[src/rtl/imem_program_loader_if.sv]
// rtl/imem_program_loader_if.sv - byte-stream input and instruction-memory write port of the program loader
interface imem_program_loader_if #(
    parameter int ADDR_W = 8
);
    logic              in_valid;
    logic [7:0]        in_data;
    logic              in_ready;
    logic              imem_we;
    logic [ADDR_W-1:0] imem_addr;
    logic [31:0]       imem_wdata;

    modport master (
        input  in_valid, in_data,
        output in_ready, imem_we, imem_addr, imem_wdata
    );

    modport slave (
        output in_valid, in_data,
        input  in_ready, imem_we, imem_addr, imem_wdata
    );
endinterface

[src/rtl/imem_program_loader.sv]
// rtl/imem_program_loader.sv - loads a checksummed program frame into instruction memory, then releases the core
module imem_program_loader #(
    parameter int ADDR_W    = 8,
    parameter int BASE_ADDR = 0
) (
    input  logic                  clk,
    input  logic                  reset,
    input  logic                  start,
    imem_program_loader_if.master bus,
    output logic                  core_reset,
    output logic                  done,
    output logic                  error,
    output logic [ADDR_W:0]       words_loaded
);
    typedef enum logic [2:0] {
        S_IDLE, S_HDR0, S_HDR1, S_DATA, S_CHK, S_DONE, S_ERR
    } state_t;

    localparam logic [16:0] MAX_WORDS = 17'(1) << ADDR_W;

    state_t      state, state_nx;
    logic        in_ready_c;
    logic        accept;
    logic        start_ok;
    logic [7:0]  cnt_lo;
    logic [15:0] cnt;
    logic [15:0] hdr_cnt;
    logic        hdr_overflow;
    logic [1:0]  byte_idx;
    logic [23:0] word_asm;
    logic [7:0]  xor_acc;
    logic [ADDR_W:0] words_nx;
    logic        last_word;

    assign in_ready_c   = (state == S_HDR0) || (state == S_HDR1) ||
                          (state == S_DATA) || (state == S_CHK);
    assign accept       = in_ready_c && bus.in_valid;
    assign bus.in_ready = in_ready_c;
    assign start_ok     = start && ((state == S_IDLE) || (state == S_DONE) || (state == S_ERR));
    assign hdr_cnt      = {bus.in_data, cnt_lo};
    assign hdr_overflow = {1'b0, hdr_cnt} > MAX_WORDS;
    assign words_nx     = words_loaded + 1'b1;
    assign last_word    = 17'(words_nx) == {1'b0, cnt};

    always_ff @(posedge clk or posedge reset) begin
        if (reset) begin
            state <= S_IDLE;
        end else begin
            state <= state_nx;
        end
    end

    always_comb begin
        state_nx = state;
        case (state)
            S_IDLE, S_DONE, S_ERR: begin
                if (start) state_nx = S_HDR0;
            end
            S_HDR0: begin
                if (accept) state_nx = S_HDR1;
            end
            S_HDR1: begin
                if (accept) begin
                    if (hdr_overflow)      state_nx = S_ERR;
                    else if (hdr_cnt == 0) state_nx = S_CHK;
                    else                   state_nx = S_DATA;
                end
            end
            S_DATA: begin
                if (accept && (byte_idx == 2'd3) && last_word) state_nx = S_CHK;
            end
            S_CHK: begin
                if (accept) state_nx = (bus.in_data == xor_acc) ? S_DONE : S_ERR;
            end
            default: state_nx = S_IDLE;
        endcase
    end

    always_ff @(posedge clk or posedge reset) begin
        if (reset) begin
            core_reset     <= 1'b1;
            done           <= 1'b0;
            error          <= 1'b0;
            words_loaded   <= '0;
            cnt_lo         <= '0;
            cnt            <= '0;
            byte_idx       <= '0;
            word_asm       <= '0;
            xor_acc        <= '0;
            bus.imem_we    <= 1'b0;
            bus.imem_addr  <= '0;
            bus.imem_wdata <= '0;
        end else begin
            bus.imem_we <= 1'b0;
            if (start_ok) begin
                core_reset   <= 1'b1;
                done         <= 1'b0;
                error        <= 1'b0;
                words_loaded <= '0;
                byte_idx     <= '0;
                xor_acc      <= '0;
            end
            case (state)
                S_HDR0: begin
                    if (accept) cnt_lo <= bus.in_data;
                end
                S_HDR1: begin
                    if (accept) begin
                        cnt <= hdr_cnt;
                        if (hdr_overflow) error <= 1'b1;
                    end
                end
                S_DATA: begin
                    if (accept) begin
                        xor_acc  <= xor_acc ^ bus.in_data;
                        byte_idx <= byte_idx + 2'd1;
                        // Fourth byte completes the word; it goes straight to the write port.
                        if (byte_idx == 2'd3) begin
                            bus.imem_we    <= 1'b1;
                            bus.imem_addr  <= ADDR_W'(BASE_ADDR) + words_loaded[ADDR_W-1:0];
                            bus.imem_wdata <= {bus.in_data, word_asm};
                            words_loaded   <= words_nx;
                        end else begin
                            word_asm[8*byte_idx +: 8] <= bus.in_data;
                        end
                    end
                end
                S_CHK: begin
                    if (accept) begin
                        if (bus.in_data == xor_acc) begin
                            done       <= 1'b1;
                            core_reset <= 1'b0;
                        end else begin
                            error <= 1'b1;
                        end
                    end
                end
                default: ;
            endcase
        end
    end
endmodule

[src/flat_wrapper.sv]
// flat-port wrapper written by rule: the top's interface ports become plain ports
module imem_program_loader_flat 
#(
    parameter int ADDR_W    = 8,
    parameter int BASE_ADDR = 0
)
  (clk, reset, start, core_reset, done, error, words_loaded, bus_in_valid, bus_in_data, bus_in_ready, bus_imem_we, bus_imem_addr, bus_imem_wdata);
  imem_program_loader_if #(.ADDR_W(ADDR_W)) bus_i ();
  input  logic clk;
  input  logic reset;
  input  logic start;
  output logic core_reset;
  output logic done;
  output logic error;
  output logic [ADDR_W:0] words_loaded;
  input wire logic [$bits(bus_i.in_valid)-1:0] bus_in_valid;
  input wire logic [$bits(bus_i.in_data)-1:0] bus_in_data;
  output wire logic [$bits(bus_i.in_ready)-1:0] bus_in_ready;
  output wire logic [$bits(bus_i.imem_we)-1:0] bus_imem_we;
  output wire logic [$bits(bus_i.imem_addr)-1:0] bus_imem_addr;
  output wire logic [$bits(bus_i.imem_wdata)-1:0] bus_imem_wdata;
  assign bus_i.in_valid = bus_in_valid;
  assign bus_i.in_data = bus_in_data;
  assign bus_in_ready = bus_i.in_ready;
  assign bus_imem_we = bus_i.imem_we;
  assign bus_imem_addr = bus_i.imem_addr;
  assign bus_imem_wdata = bus_i.imem_wdata;
  imem_program_loader #(.ADDR_W(ADDR_W), .BASE_ADDR(BASE_ADDR)) u_core (.clk(clk), .reset(reset), .start(start), .bus(bus_i), .core_reset(core_reset), .done(done), .error(error), .words_loaded(words_loaded));
endmodule
[config.mk]
export PLATFORM = sky130hd
export DESIGN_NAME = imem_program_loader_flat
export DESIGN_NICKNAME = d
export VERILOG_FILES = /design/src/rtl/imem_program_loader_if.sv /design/src/rtl/imem_program_loader.sv /design/src/flat_wrapper.sv
export SDC_FILE = /design/constraint.sdc
export NUM_CORES = 1
export LEC_CHECK = 0
export CAP_MARGIN = 5
export CORE_ASPECT_RATIO = 1.25
export CORE_MARGIN = 2
export CORE_UTILIZATION = 60
export CTS_CLUSTER_DIAMETER = 100
export DETAILED_ROUTE_END_ITERATION = 8
export PLACE_DENSITY = 0.94
export SYNTH_ARGS = -nofsm -noshare
export SYNTH_HDL_FRONTEND = slang
export SYNTH_SLANG_ARGS = --single-unit
[constraint.sdc]
create_clock -name clk -period 9.6 [get_ports clk]
set_clock_uncertainty 0.1 [all_clocks]
set_input_delay 1.92 -clock clk [delete_from_list [all_inputs] [get_ports clk]]
set_output_delay 1.92 -clock clk [all_outputs]
set_load 0.005 [all_outputs]
==> impl_metrics.yaml <==
timing:
  period_needed_ns: 4.26
  fmax_mhz: 235
  setup_slack_ns: 5.34
  drv_slew: 0
  finalHoldViolCount: 0
  tns_ns: 0
  max_slew_margin_pct: 37.7
  rsz0062_at_grt: "no"
  finalCritPeriodShare_pct: 44.4
  worst_pin_slew_ns: 0.932
  finalSetupViolations: 0
placed_design:
  place_area_um2: 5930
  dpl.cell_count: 721
  dp_slack_ns: 4.95
  hpwlAfterDp_mm: 8.09
  gp_congestion: 0.927
  portBuffers: 65
critical_path:
  reg2reg_slack_ns: 6.54
  end_kind: "output pin"
  path_buf_inv: 1
  worst_setup_path_start_kind: "register"
  crit_path_cell_trace: "nor2_1 > xnor2_1 > clkdlybuf4s50_1"
  reg2reg_from: "u_core.state[0]$_DFFE_PP0P_"
  critPathTopFamily: "buffers and inverters"
  max_stage_delay_ns: 0.56
  crit_slowest_cell: "clkdlybuf4s50_1"
  reg2reg_depth: 8
  r2r-end: "u_core.words_loaded[4]$_DFF_PP0_"
  criticalPathCategory: "reg2out"
  crit_path_max_fanout: 15
  arrival_ns: 2.24
  required_ns: 7.58
synth:
  synth_top_cell_area_share_pct: 53.6
  synth_top_area_cell: "dfrtp_1"
  yosysSeqAreaShare_pct: 54.1
  netlist_area_um2: 5280
  ys.flop_type: "dfrtp_1"
  synthCells: 569
  synth_nets: 587
  synth_edf_count: 0
  ys_warn_count: 0
  yosysMostFrequentCell: "nand2_1"
  synth-seq-cells: 114
  yosysUniqueCellTypes: 51
  synth_common_cells: "191 x nand2_1, 113 x dfrtp_1, 55 x o21ai_0, 26 x nor2_1"
  synth_area_leaders: "dfrtp_1 54%, nand2_1 14%, o21ai_0 5.2%"
  avgSynthCellArea_um2: 9.27
  async_reset_ff_share_pct: 100
clock_network:
  clk_pin_slew_worst_paths_ns: 0.05
  cts_tree: "yes"
  h-tree-depth: 4
  clockRootBuffer: "clkbuf_8"
  clock-sinks: 114
  cts_setup_buffers: 0
  clockBufferDepth: 2
  insertion_delay_ns: 0.52
  cts_resized: 0
  cts_made_buffers: 17
  hold_buffers: 0
route:
  routed_wl_mm: 13.2
  first_pass_iters: 6
  drc: 0
  route.met2.wl_mm: 6.79
  wl_per_cell_um: 17.5
  vias_per_cell: 5.91
  first_iter_violations: 502
  via_count: 4441
  drt-met1-wl_mm: 5.13
  top_layer_used: "met4"
  wl_met3_um: 770
  detail-route-antenna-nets: 0
grt:
  grt_usage_pct: 29.2
  antenna_found_initial: 0
  grt_max_degree: 69
  overflow: 0
  grt_first_pass_wirelength_mm: 21.2
  grt_pass1_vias: 4355
die:
  initial_core_util_pct: 61.3
  chipHeight_um: 109
  die_area_um2: 9560
  io_pins: 66
  die_x_um: 87.9
  coreArea_um2: 8610
  fp-row-count: 38
pwr:
  peakVddDrop_mv: 0.191
  p_leak_nw: 2.93
  cellPowerDensity_nw_per_um2: 267
cells_and_area:
  fillers: 513
  drive_above_1_share_pct: 9.67
  nets: 638
  diodes: 0
  design_area_um2: 6470
  fin_cells: 751
  synthToLayoutAreaGrowth_pct: 22.6
hold_path:
  min_to: "u_core.bus.imem_wdata[13]$_DFFE_PP0P_"
  whs_path_depth: 2
  hp-start: "u_core.bus.imem_wdata[13]$_DFFE_PP0P_"
  hold_class: "reg2reg"
flow_run:
  maxCapViolCount: 0
outcome:
  status: "finished, final reports clean"
-- flip-flops by register name, indices dropped and copies added (netlist names), 3 cells and up --
signal                 flops
u_core.bus.imem_wdata     32
u_core.cnt                16
u_core.state               3
u_core.xor_acc             8
u_core.word_asm           24
u_core.words_loaded        9
u_core.cnt_lo              8
u_core.bus.imem_addr       8
-- power breakdown --
| part | switching [W] | internal, W | total (W) |
|---|---|---|---|
| combinational | 0.000236 | 0.000221 | 0.000457 |
| sequential | 0.000105 | 0.000597 | 0.000702 |
| clock | 0.000204 | 0.000365 | 0.000568 |
-- final cells by class --
class / instances / area [um2] / share of cell area (%)
Clock inverter: 6 / 55.1 / 0.851
Clock buffer: 24 / 480 / 7.43
Sequential cell: 114 / 2850 / 44.1
Timing Repair Buffer: 67 / 666 / 10.3
Inverter: 13 / 51.3 / 0.793
Multi-Input combinational cell: 407 / 2210 / 34.2
Tap cell: 120 / 150 / 2.32
-- kinds of logic after synthesis --
| logic type | Yosys count | synth area share [%] |
|---|---|---|
| mux | 25 | 5.29 |
| buf+inv | 48 | 3.98 |
| flops | 114 | 54.1 |
| fa+ha+maj | 6 | 1.42 |
| xor+xnor | 14 | 2.61 |
| compound gates | 90 | 10.1 |
| simple gates | 272 | 22.5 |
-- worst min-delay path, stage by stage (launching register included) --
cell and delay (ns):
dfrtp_1 0.33, nand2_1 0.05, nand2_1 0.05
-- metrics by stage --
step | util (%) | total power [W] | hold WS [ns]
floorplan | - | 0.000999 | 0.339
global placement | 68.9 | 0.00110 | 0.351
detailed placement | 68.9 | 0.00114 | 0.354
CTS | 75.2 | 0.00172 | 0.368
global route | 75.2 | 0.00181 | 0.385
finish | 75.2 | 0.00173 | 0.366
-- cell usage in the layout, fill, tap and decap left out, drive strengths merged, types with 7 or more instances in the layout --
master	instances
nand2	191
inv	13
clkbuf	24
xnor2	7
a21oi	9
o21ai	56
nand2b	9
clkdlybuf4s50	65
nor2	26
mux2	23
dfrtp	113
nor3	8
-- per-layer routing --
layer,up-vias,global-route usage (%)
met5,-,0
met2,205,48.6
met3,45,8.33
li1,2001,-
met4,0,13.8
met1,2190,34.6
-- how the worst max path moves through the flow --
stage / from / end / slack, ns / depth (start not counted)
CTS: u_core.state[0]$_DFFE_PP0P_ / bus_in_ready / 5.38 / 3
finish: u_core.state[1]$_DFFE_PP0P_ / bus_in_ready / 5.34 / 3
floorplan: reset / u_core.bus.imem_addr[0]$_DFFE_PP0P_ / 4.57 / 1
global route: bus_in_valid / u_core.words_loaded[6]$_DFF_PP0_ / 5.15 / 8
global placement: bus_in_valid / u_core.words_loaded[4]$_DFF_PP0_ / 5.09 / 8
detailed placement: bus_in_valid / u_core.words_loaded[5]$_DFF_PP0_ / 4.95 / 8
(Power assumes the default switching activity.)
